## src/rtl/falu_arbiter.sv

```systemverilog
// falu_arbiter: round-robin sharing of one combinational FALU between NUM_REQ requesters.
// Optional FALU_ZERO_SHORTCUT_EN answers requests with a +/-0 operand without using the FALU.
module falu_arbiter #(
    parameter int NUM_REQ = 2
) (
    input  logic                  clk,
    input  logic                  rst_n,
    input  logic [NUM_REQ-1:0]    req_valid,
    output logic [NUM_REQ-1:0]    req_ready,
    input  logic [32*NUM_REQ-1:0] req_rs1,
    input  logic [32*NUM_REQ-1:0] req_rs2,
    input  logic [NUM_REQ-1:0]    req_sub,
    output logic [NUM_REQ-1:0]    rsp_valid,
    input  logic [NUM_REQ-1:0]    rsp_ready,
    output logic [31:0]           rsp_data,
    output logic [31:0]           falu_rs1,
    output logic [31:0]           falu_rs2,
    output logic                  falu_ctrl,
    input  logic [31:0]           falu_out,
    output logic                  busy
);
    localparam int IW = $clog2(NUM_REQ);
    typedef enum logic [1:0] {IDLE, EXEC, RESP} state_t;
    state_t         state;
    logic [IW-1:0]  rr_ptr, owner, g, c;
    logic           found, gs, sc_hit;
    logic [31:0]    ga, gb, sc_data;
    // Walk offsets downward so the candidate closest to rr_ptr wins.
    always_comb begin
        g = rr_ptr;
        c = '0;
        found = 1'b0;
        for (int k = NUM_REQ - 1; k >= 0; k--) begin
            c = IW'((int'(rr_ptr) + k) % NUM_REQ);
            if (req_valid[c]) begin
                g = c;
                found = 1'b1;
            end
        end
    end
    assign ga        = req_rs1[32*g +: 32];
    assign gb        = req_rs2[32*g +: 32];
    assign gs        = req_sub[g];
    assign req_ready = (state == IDLE && found) ? NUM_REQ'(1) << g : '0;
    assign rsp_valid = (state == RESP) ? NUM_REQ'(1) << owner : '0;
    assign busy      = state != IDLE;
`ifdef FALU_ZERO_SHORTCUT_EN
    logic za, zb;
    assign za      = ga[30:0] == 31'd0;
    assign zb      = gb[30:0] == 31'd0;
    assign sc_hit  = za | zb;
    assign sc_data = (zb && !za) ? ga :
                     (za && !zb) ? {gb[31] ^ gs, gb[30:0]} :
                     {ga[31] & (gb[31] ^ gs), 31'd0};
`else
    assign sc_hit  = 1'b0;
    assign sc_data = 32'd0;
`endif
    always_ff @(posedge clk) begin
        if (!rst_n) begin
            state     <= IDLE;
            rr_ptr    <= '0;
            owner     <= '0;
            falu_rs1  <= '0;
            falu_rs2  <= '0;
            falu_ctrl <= 1'b0;
            rsp_data  <= '0;
        end else begin
            case (state)
                IDLE: if (found) begin
                    owner  <= g;
                    rr_ptr <= IW'((int'(g) + 1) % NUM_REQ);
                    state  <= sc_hit ? RESP : EXEC;
                    if (sc_hit) rsp_data <= sc_data;
                    else begin
                        falu_rs1  <= ga;
                        falu_rs2  <= gb;
                        falu_ctrl <= gs;
                    end
                end
                EXEC: begin
                    rsp_data <= falu_out;
                    state    <= RESP;
                end
                RESP: if (rsp_ready[owner]) state <= IDLE;
                default: state <= IDLE;
            endcase
        end
    end
endmodule

```

## config.mk

```make
export PLATFORM = sky130hd
export DESIGN_NAME = falu_arbiter
export DESIGN_NICKNAME = d
export VERILOG_FILES = /design/src/rtl/falu_arbiter.sv
export SDC_FILE = /design/constraint.sdc
export NUM_CORES = 1
export LEC_CHECK = 0
export BUFFER_PORTS_ARGS = -buffer_cell sky130_fd_sc_hd__buf_2
export CORE_MARGIN = 2
export CORE_UTILIZATION = 39
export DETAILED_ROUTE_END_ITERATION = 16
export GPL_ROUTABILITY_DRIVEN = 0
export PLACE_DENSITY = 0.78
export SYNTH_ARGS = -nofsm -noshare
export SYNTH_HDL_FRONTEND = slang
export SYNTH_SLANG_ARGS = --single-unit
```

## constraint.sdc

```tcl
create_clock -name clk -period 1.32 [get_ports clk]
set_clock_uncertainty 0.1 [all_clocks]
set_input_delay 0.198 -clock clk [delete_from_list [all_inputs] [get_ports clk]]
set_output_delay 0.198 -clock clk [all_outputs]
set_load 0.03 [all_outputs]
```

==> results of run 1 <==
-- layout by cell type (no fill, tap or decap), types with 3 or more instances in the layout --
cell type / count
nand3_1: 33
buf_12: 19
o21ai_1: 45
a21oi_1: 26
buf_6: 16
nand2_1: 64
a31oi_1: 65
clkbuf_16: 6
nor2_4: 3
buf_16: 4
o21ai_2: 20
clkbuf_8: 10
nand3_2: 32
buf_8: 4
buf_4: 18
buf_2: 264
dfxtp_1: 98
nand4_1: 65
a21oi_2: 7
dlygate4sd3_1: 43
-- logic make-up after synthesis --
group	count (synthesis)	share of synthesized area, %
simple gates	207	24.17
compound gates	166	21.48
mux	1	0.2310
flops	101	46.66
buf+inv	70	7.450
-- worst min-delay path, stage by stage --
cell and delay [ps]:
buf_2 100, nand3_2 60, a31oi_1 60
-- cell type report --
type,count,area (um^2)
repair buffers,375,2800
clock buffers,11,141.4
flip-flops and latches,101,2031
inverters,3,13.76
well taps,140,175.2
fillers,853,3317
clock inverters,5,60.06
multi-input cells,374,2302
-- synthesized netlist by cell type (all sizes together) --
cell	n	area (um^2)
inv	3	11.26
a31oi	65	406.6
a21oi	33	165.2
dfxtp	101	2022
o221a	1	11.26
buf	34	180.2
nand4	65	406.6
and3b	1	8.760
o211a	1	10.01
nor2b	1	6.260
nor3b	1	7.510
clkbuf	33	131.4
a211oi	1	12.51
mux2i	1	10.01
nand2	66	247.7
nor3	1	5.000
nand3	65	325.3
nor2	4	17.52
nand3b	1	7.510
o21ai	65	325.3
nand2b	2	15.02
-- through the flow --
stage	worst slack (ps)	std cells	hold WS (ps)
floorplan	-66.94	545	231.4
global placement	-41.71	924	339.5
detailed placement	-73.36	924	345.8
CTS	-245.9	996	1.789
global route	-326.8	1009	0.8161
finish	-257.1	1009	11.86
-- layer usage --
metal	GRT usage (%)	part of all wire, %	vias up
met1	31.70	38	2703
met4	10.22	2.1	0
met2	44.89	50	380
li1	-	-	2661
met3	5.928	10	42
met5	0	0	-
-- repair_timing --
| action | 4_1_cts | 5_1_grt |
|---|---|---|
| hold buffers | 41 | 2 |
| resized for setup | 60 | 58 |
| gates cloned | 5 | 8 |
| pin swaps | 39 | 69 |
| endpoints found under the setup margin | 102 | 101 |
| setup buffers | 11 | 5 |
| hold endpoints to repair | 42 | 2 |
-- power by group through the flow --
stage,clock network (W),registers [W],logic (W)
final,0.00202,0.00349,0.00335
after global routing,0.00218,0.00352,0.00352
after CTS,0.00206,0.00348,0.00296
after detailed placement,0,0.00353,0.00247
after global placement,0,0.00353,0.00245
after floorplan,0,0.00403,0.000947
-- how the worst max path moves through the flow --
stage,start,to,slack (ps),depth (start not counted)
2_1_floorplan,state[1]$_SDFFE_PN0P_,req_ready[1],-70,4
3_3_place_gp,req_valid[1],falu_rs1[0]$_SDFFE_PN0P_,-40,6
3_5_place_dp,state[0]$_SDFFE_PN0P_,falu_rs2[24]$_SDFFE_PN0P_,-70,5
4_1_cts,state[0]$_SDFFE_PN0P_,req_ready[1],-250,5
5_1_grt,state[0]$_SDFFE_PN0P_,req_ready[0],-330,4
6_report,state[0]$_SDFFE_PN0P_,req_ready[0],-260,4
-- registers in the layout (all words and copies together), names as in the netlist --
signal     cells
state          2
owner          1
falu_ctrl      1
falu_rs2      32
falu_rs1      32
rr_ptr         1
rsp_data      32
==> results by group, run 1 <==
Floorplanning
  – Initial Util: ~40%
  – Die area: approximately 12000 um^2
  – I/O pin count: 270
  – Core Rows: 38
  – Core area: between 10000 and 15000 um^2
  – Die height: approximately 110 um
  – Die X: around 110 um

Finish
  – Utilization after layout: 69.40%
  – N_diodes: 0
  – Fin nets: 1032
  – Area Growth Syn to Fin: 73.64%
  – Post-route cell area: approximately 7500 um^2
  – Layout cells sized above 1: between 40% and 50%

Worst setup path
  – Req. time, crit path: roughly 1000 ps
  – Setup Crit Path Kind: reg2out
  – Largest stage delay on the critical path: 380 ps
  – Crit path max-delay family: flip-flops
  – CP Max Fanout: 3
  – Setup crit end kind: primary output
  – Worst r2r path cells: 6
  – Ordered list of cells on the worst path: a211oi_4, nand2_2, inv_2, buf_6
  – Critical path arrival: around 1300 ps
  – Reg2reg start: state[0]$_SDFFE_PN0P_
  – Worst Path Buf+Inv: 2
  – Startpoint types: register
  – Slowest CP cell: dfxtp_4
  – FF-to-FF End: falu_rs2[8]$_SDFFE_PN0P_
  – Register-to-register setup slack: -200 ps

Routing
  – # DRC: 0
  – Post-Route WL: roughly 18000 um
  – Drt first pass iters: 6
  – Wire length per cell: about 18 um
  – Via count: a little under 6000
  – Iteration-0 DRC Markers: 620
  – Vias per std cell: ~5.7
  – Post-route ant nets: 0

STA
  – FMAX: approximately 0.63 GHz
  – Slew @ Worst Pin: approximately 550 ps
  – Final-report max-slew violation count: 0
  – Setup-failing EPs final: approximately 100
  – Final worst slack: -257.1 ps
  – Setup total negative slack: -12900 ps
  – Endpoints failing hold: 0
  – RSZ-0062 raised after global routing: true
  – Fin crit share: 119.5%
  – Min Clock Period, post-route: 1577 ps
  – Relative slew margins: between 60% and 70%

Job
  – Max-cap violations: 0

Pwr
  – Pwr Total: approximately 0.0089 W
  – Sw frac: 35.14%
  – Clk pwr share: 22.8%
  – Seq pwr share: approximately two fifths
  – Pwr Density: 1178 nW/um^2
  – Psw: just over 0.003 W
  – P_leak: between 3 and 4 nW
  – Combinational cell fraction of total power: 37.8%
  – Internal power: 0.005746 W
  – VDD IR max: between 0.7 and 0.8 mV

Synthesis
  – Sequential share of the synthesized area: between 40 and 50%
  – Seq cells post-synth: 101
  – Syn nets: about 700
  – Synth Cell Area: around 4300 um^2
  – Cells after Synth: ~550
  – Synth cell types: 27
  – Number of synthesis warnings: 0
  – Synthesized area per cell: 7.950 um^2

Clocking
  – CTS root buffer: clkbuf_8
  – CTS tree: yes
  – Clock Path Buffers: 2
  – Clk Latency, worst-skew pair: 350 ps
  – CTS Buf Count: 9
  – Clk slew on worst S/H paths: about 100 ps
  – CTS Sinks: 101
  – H-tree levels: 3

Placed design
  – Port Buf Inserts: about 270
  – Area post-placement: just over 6000 um^2
  – HPWL after DPL: between 10000 and 15000 um

GRT
  – GRT Util Overall: roughly a quarter
  – Largest net degree at the start of global routing: 59
  – Initial antenna violation count: 0
  – First-pass GRT wire length: 25010 um
  – GR Overflow Total: 0
  – Vias in the first global route: slightly above 5000

Hold path
  – Hold endpoint: falu_rs1[12]$_SDFFE_PN0P_
  – Worst Hold Class: in2reg
  – Worst Hold Path Cells: 3
  – Start point of the worst hold path: req_rs1[12]

Status
  – Outcome: complete, but fails checks
  – Violated checks: negative setup slack
No activity file was read; power rests on OpenSTA's default activity.
==> run 2: changes to the inputs <==
BUFFER_PORTS_ARGS = -buffer_cell sky130_fd_sc_hd__clkbuf_2   (was -buffer_cell sky130_fd_sc_hd__buf_2)
CORE_UTILIZATION = 40   (was 39)
CTS_BUF_LIST = sky130_fd_sc_hd__clkbuf_4 sky130_fd_sc_hd__clkbuf_8   (was not set)
PLACE_DENSITY = 0.8   (was 0.78)
==> run 2 against run 1 <==
The run still ends with negative setup slack left. Hold slack got worse by 2.0 ps. Register-to-register slack lost 80 ps. Final cell count rose by 7.8%. Combinational power is 8.1% higher. Critical path depth is 1 higher. Via count grew 11%. Clock power is 7% lower. Worst setup slack lost 36 ps. Critical path type unchanged. Critical endpoint is now req_ready[1]. Largest power group is now combinational cells.
==> results by group, run 2 (synthesized netlist as in run 1, its figures left out) <==
STA
  – Fin crit share: 122.2%
  – Final-report max-slew violation count: 0
  – FMAX: between 0.6 and 0.7 GHz
  – Setup total negative slack: -12600 ps
  – Final worst slack: -293.5 ps
  – Endpoints failing hold: 0
  – Setup-failing EPs final: 103
  – Relative slew margins: a little over two thirds
  – Slew @ Worst Pin: 455.6 ps
  – Min Clock Period, post-route: ~1600 ps
  – RSZ-0062 raised after global routing: true

Placed design
  – HPWL after DPL: roughly 10000 um
  – Dpl cells: a little over 900
  – Port Buf Inserts: between 200 and 300
  – Area post-placement: approximately 6000 um^2
  – Setup WS pre-CTS: -115.1 ps

GRT
  – GRT Util Overall: roughly a third
  – Vias in the first global route: 6262
  – Initial antenna violation count: 0
  – GR Overflow Total: 0
  – Largest net degree at the start of global routing: 57
  – First-pass GRT wire length: ~31000 um

Worst setup path
  – Reg2reg start: state[0]$_SDFFE_PN0P_
  – CP Max Fanout: 3
  – Crit path from: state[1]$_SDFFE_PN0P_
  – Req. time, crit path: slightly above 1000 ps
  – Critical path arrival: 1320 ps
  – Register-to-register setup slack: -280 ps
  – Setup crit end kind: primary output
  – Setup Crit Path Kind: reg2out
  – Startpoint types: register

Finish
  – Area of the multi-input gates: approximately 2400 um^2
  – Area Growth Syn to Fin: 94.31%
  – Final cell count without fillers: 1088
  – Layout cells sized above 1: 47.26%
  – Largest registers: falu_rs1 x32, falu_rs2 x32, rsp_data x32
  – N_diodes: 0
  – Fin nets: approximately 1100
  – Most frequent cells in the layout: 263 x clkbuf_2, 127 x dlygate4sd3_1, 98 x dfxtp_1, 65 x nand4_1, 63 x a31oi_1
  – Commonest non-fill, non-tap cell in the layout: clkbuf_2
  – Filler cells: around 640
  – Utilization after layout: just under 80%
  – Seq. cell area: between 2000 and 2500 um^2
  – Post-route cell area: between 8000 and 9000 um^2

Routing
  – Post-Route WL: around 22000 um
  – # DRC: 0
  – Via count: ~6400
  – Drt first pass iters: 8
  – Vias per std cell: approximately 5.9
  – Post-route ant nets: 0
  – Wire length per cell: 20.55 um
  – Iteration-0 DRC Markers: between 600 and 700

Pwr
  – Pwr Density: 1070 nW/um^2
  – P_leak: around 3.6 nW
  – VDD IR max: approximately 0.8 mV

Job
  – Max-cap violations: 0

Floorplanning
  – Initial Util: about 40%
  – Die height: between 100 and 150 um
  – Core Rows: 38
  – Die area: 11680 um^2
  – I/O pin count: 270
  – Die X: 108.1 um
  – Core area: ~11000 um^2

Status
  – Violated checks: negative setup slack
  – Outcome: complete, but fails checks

Clocking
  – CTS root buffer: clkbuf_8
  – CTS Sinks: around 100
  – CTS Buf Count: 9
  – Clk slew on worst S/H paths: approximately 100 ps
  – H-tree levels: 3
  – CTS tree: yes
  – Clock Path Buffers: 2
  – Clk Latency, worst-skew pair: 360 ps

Hold path
  – Start point of the worst hold path: req_rs2[50]
  – Worst Hold Class: in2reg
-- run 2: report_power, final --
part	internal [W]	total (W)	switching, W	leakage, nW
logic	0.00160	0.00362	0.00202	2.66
registers	0.00332	0.00351	0.000191	0.832
clock network	0.000735	0.00188	0.00114	0.0828
total	0.00566	0.00901	0.00335	3.57
-- run 2: final cells by class --
| cell class | instances | area share, % |
|---|---|---|
| clock buffers | 11 | 1.650 |
| clock inverters | 5 | 0.4310 |
| inverters | 3 | 0.1635 |
| multi-input cells | 374 | 29.10 |
| flip-flops and latches | 101 | 24.15 |
| well taps | 140 | 2.081 |
| repair buffers | 454 | 42.43 |
-- run 2: final timing paths --
path                                             endpoint  depth (start not counted)
worst max-delay path                         req_ready[1]                          5
worst min-delay path            falu_rs2[18]$_SDFFE_PN0P_                          3
worst max register to register  falu_rs2[15]$_SDFFE_PN0P_                          7
worst min register to register  rsp_data[18]$_SDFFE_PN0N_                          2
-- run 2: per-layer routing --
layer  up-vias  wire [um]  global-route usage, %
li1       2822          -                      -
met1      3006       7917                  38.01
met2       514      11200                  57.55
met3       104       2102                  6.570
met4         0       1146                  19.14
met5         -          0                      0
-- run 2: worst max-delay path, stage by stage (launching register included) --
cell     delay (ps)
dfxtp_4         380
nor2_4          140
inv_4            60
buf_12          120
nor2_4          110
buf_8           140
-- run 2: timing repair --
item	CTS	global route
endpoints found under the setup margin	98	102
cloned	8	4
endpoints found under the hold margin	94	0
hold buffers	127	0
buffers inserted	11	4
resized for setup	75	90
pin swaps	31	48
-- run 2: through the flow --
step,hold WS (ps),power [W]
2_1_floorplan,231.4,0.004979
3_5_place_dp,331.2,0.005949
5_1_grt,18.04,0.009301
3_3_place_gp,323.8,0.005926
6_report,9.871,0.009006
4_1_cts,0.1437,0.008705
==> run 3: changes to the inputs <==
GPL_TIMING_DRIVEN = 0   (was not set)
==> run 3 against run 2 <==
The flow still finishes with violations (negative setup slack). Utilization fell by 4.4 points. First-iteration DRC count rose by 3.2%. Worst setup slack got worse by 54 ps. Hold slack got worse by 7.3 ps. Combinational power fell by 10%. Via count fell by 3.0%. Routed wire length fell by 9.7%. Non-clock buffer count rose by 16. Cell area fell by 5.6%. Critical path depth did not move. Sequential power barely moved. Critical path type unchanged. Critical endpoint is now req_ready[0]. Largest cell class unchanged.
==> results by group, run 3 (synthesized netlist as in run 1, its figures left out) <==
Placed design
  – Area post-placement: between 5000 and 6000 um^2
  – Port Buf Inserts: between 200 and 300
  – Setup WS pre-CTS: -483.0 ps
  – Dpl cells: 954
  – HPWL after DPL: between 10000 and 15000 um

Clocking
  – CTS tree: yes
  – CTS Buf Count: 9
  – H-tree levels: 3
  – CTS Sinks: roughly 100
  – Clk slew on worst S/H paths: 100 ps
  – Clock Path Buffers: 2
  – CTS root buffer: clkbuf_8
  – Clk Latency, worst-skew pair: ~350 ps

STA
  – Endpoints failing hold: 0
  – Setup-failing EPs final: 74
  – Setup total negative slack: -14070 ps
  – Relative slew margins: around 53%
  – FMAX: roughly 0.6 GHz
  – Fin crit share: 126.4%
  – RSZ-0062 raised after global routing: true
  – Final worst slack: -347.9 ps
  – Slew @ Worst Pin: approximately 700 ps
  – Min Clock Period, post-route: roughly 1700 ps
  – Final-report max-slew violation count: 0

Routing
  – Post-route ant nets: 0
  – Post-Route WL: a little over 20000 um
  – Iteration-0 DRC Markers: between 600 and 700
  – Via count: 6255
  – Vias per std cell: between 5 and 6
  – Wire length per cell: 18.29 um
  – Drt first pass iters: 5
  – # DRC: 0

GRT
  – GRT Util Overall: between 30% and 40%
  – Initial antenna violation count: 0
  – First-pass GRT wire length: ~29000 um
  – Largest net degree at the start of global routing: 19
  – Vias in the first global route: ~6000
  – GR Overflow Total: 0

Floorplanning
  – Die area: roughly 12000 um^2
  – Initial Util: between 40% and 50%
  – Die height: 108.1 um
  – Die X: 108.1 um
  – Core Rows: 38
  – I/O pin count: between 200 and 300
  – Core area: 10700 um^2

Worst setup path
  – Startpoint types: register
  – CP Max Fanout: 3
  – Register-to-register setup slack: -320 ps
  – Req. time, crit path: roughly 1000 ps
  – Setup crit end kind: primary output
  – Worst r2r path cells: 7
  – Critical path arrival: 1370 ps
  – Setup Crit Path Kind: reg2out

Status
  – Outcome: complete, but fails checks
  – Violated checks: negative setup slack

Finish
  – Largest registers: falu_rs1 x32, falu_rs2 x32, rsp_data x32
  – Utilization after layout: 74.28%
  – Area of the multi-input gates: 2193 um^2
  – Fin nets: 1127
  – Layout cells sized above 1: 40.87%
  – Most frequent cells in the layout: 269 x clkbuf_2, 113 x dlygate4sd3_1, 98 x dfxtp_1, 65 x nand4_1, 64 x a31oi_1
  – Commonest non-fill, non-tap cell in the layout: clkbuf_2
  – N_diodes: 0
  – Post-route cell area: 7946 um^2
  – Filler cells: a little over 700
  – Seq. cell area: around 2000 um^2
  – Final cell count without fillers: ~1100
  – Area Growth Syn to Fin: 83.40%

Pwr
  – Psw: slightly above 0.003 W
  – VDD IR max: 0.6087 mV
  – Pwr Density: around 1100 nW/um^2
  – Sw frac: 35.16%
  – Combinational cell fraction of total power: a little under two fifths
  – P_leak: approximately 3.5 nW
  – Seq pwr share: about two fifths
  – Internal power: about 0.0057 W
  – Clk pwr share: a little under a quarter

Job
  – Max-cap violations: 0

Hold path
  – Worst Hold Class: in2reg
  – Worst Hold Path Cells: 3
## run 3: changes by cell type in the layout (fill, tap and decap cells not counted), moves of 17 or more
cell	change
o21ai_1	+22
buf_12	-17
o21ai_2	-20
nand3_2	-20
clkbuf_1	+20
nand3_1	+21
## run 3: final timing paths
path,start,end
hold / removal,req_rs2[59],falu_rs2[27]$_SDFFE_PN0P_
hold reg to reg,rsp_data[26]$_SDFFE_PN0N_,rsp_data[26]$_SDFFE_PN0N_
setup / recovery,state[0]$_SDFFE_PN0P_,req_ready[0]
setup reg to reg,state[0]$_SDFFE_PN0P_,falu_rs2[19]$_SDFFE_PN0P_
## run 3: critical path, cell delays in order, from the launching register on
cell and delay (ps):
dfxtp_4 380, a211oi_4 250, buf_6 150, nand2_4 50
inv_2 70, buf_8 120
## run 3: power by group through the flow
stage               sequential (W)  combinational [W]  clock (W)
detailed placement         0.00354            0.00228          0
global placement           0.00353            0.00227          0
finish                     0.00349            0.00325    0.00212
global route               0.00352            0.00343    0.00228
floorplan                  0.00403           0.000947          0
CTS                        0.00347            0.00295    0.00214
## run 3: layout make-up
type	count	share of cell area, %
Tap cell	140	2.204
Clock buffer	12	2.000
Inverter	3	0.1732
Multi-Input combinational cell	374	27.60
Timing Repair Buffer	405	35.16
Buffer	65	6.582
Clock inverter	4	0.6928
Sequential cell	101	25.59
## run 3: routing by layer
metal | track usage, % | share of wire, % | up-vias
li1 | - | - | 2852
met1 | 34.85 | 37 | 2874
met2 | 53.91 | 50 | 432
met3 | 7.836 | 9.0 | 97
met4 | 16.30 | 4.4 | 0
met5 | 0 | 0 | -
## run 3: metrics by stage
| stage | hold slack, ps | total power [W] |
|---|---|---|
| detailed placement | 326.4 | 0.005820 |
| CTS | 0.08335 | 0.008563 |
| floorplan | 231.4 | 0.004979 |
| global placement | 325.5 | 0.005801 |
| global route | -1.941 | 0.009226 |
| finish | 2.620 | 0.008859 |
## run 3: repair_timing
item                                    CTS  global route
pin swaps                                12            18
cloned                                    4             1
hold buffers                            108             5
buffers inserted                         12             8
endpoints found under the setup margin  103           104
gates resized for setup                  86            62
hold endpoints to repair                 87             5
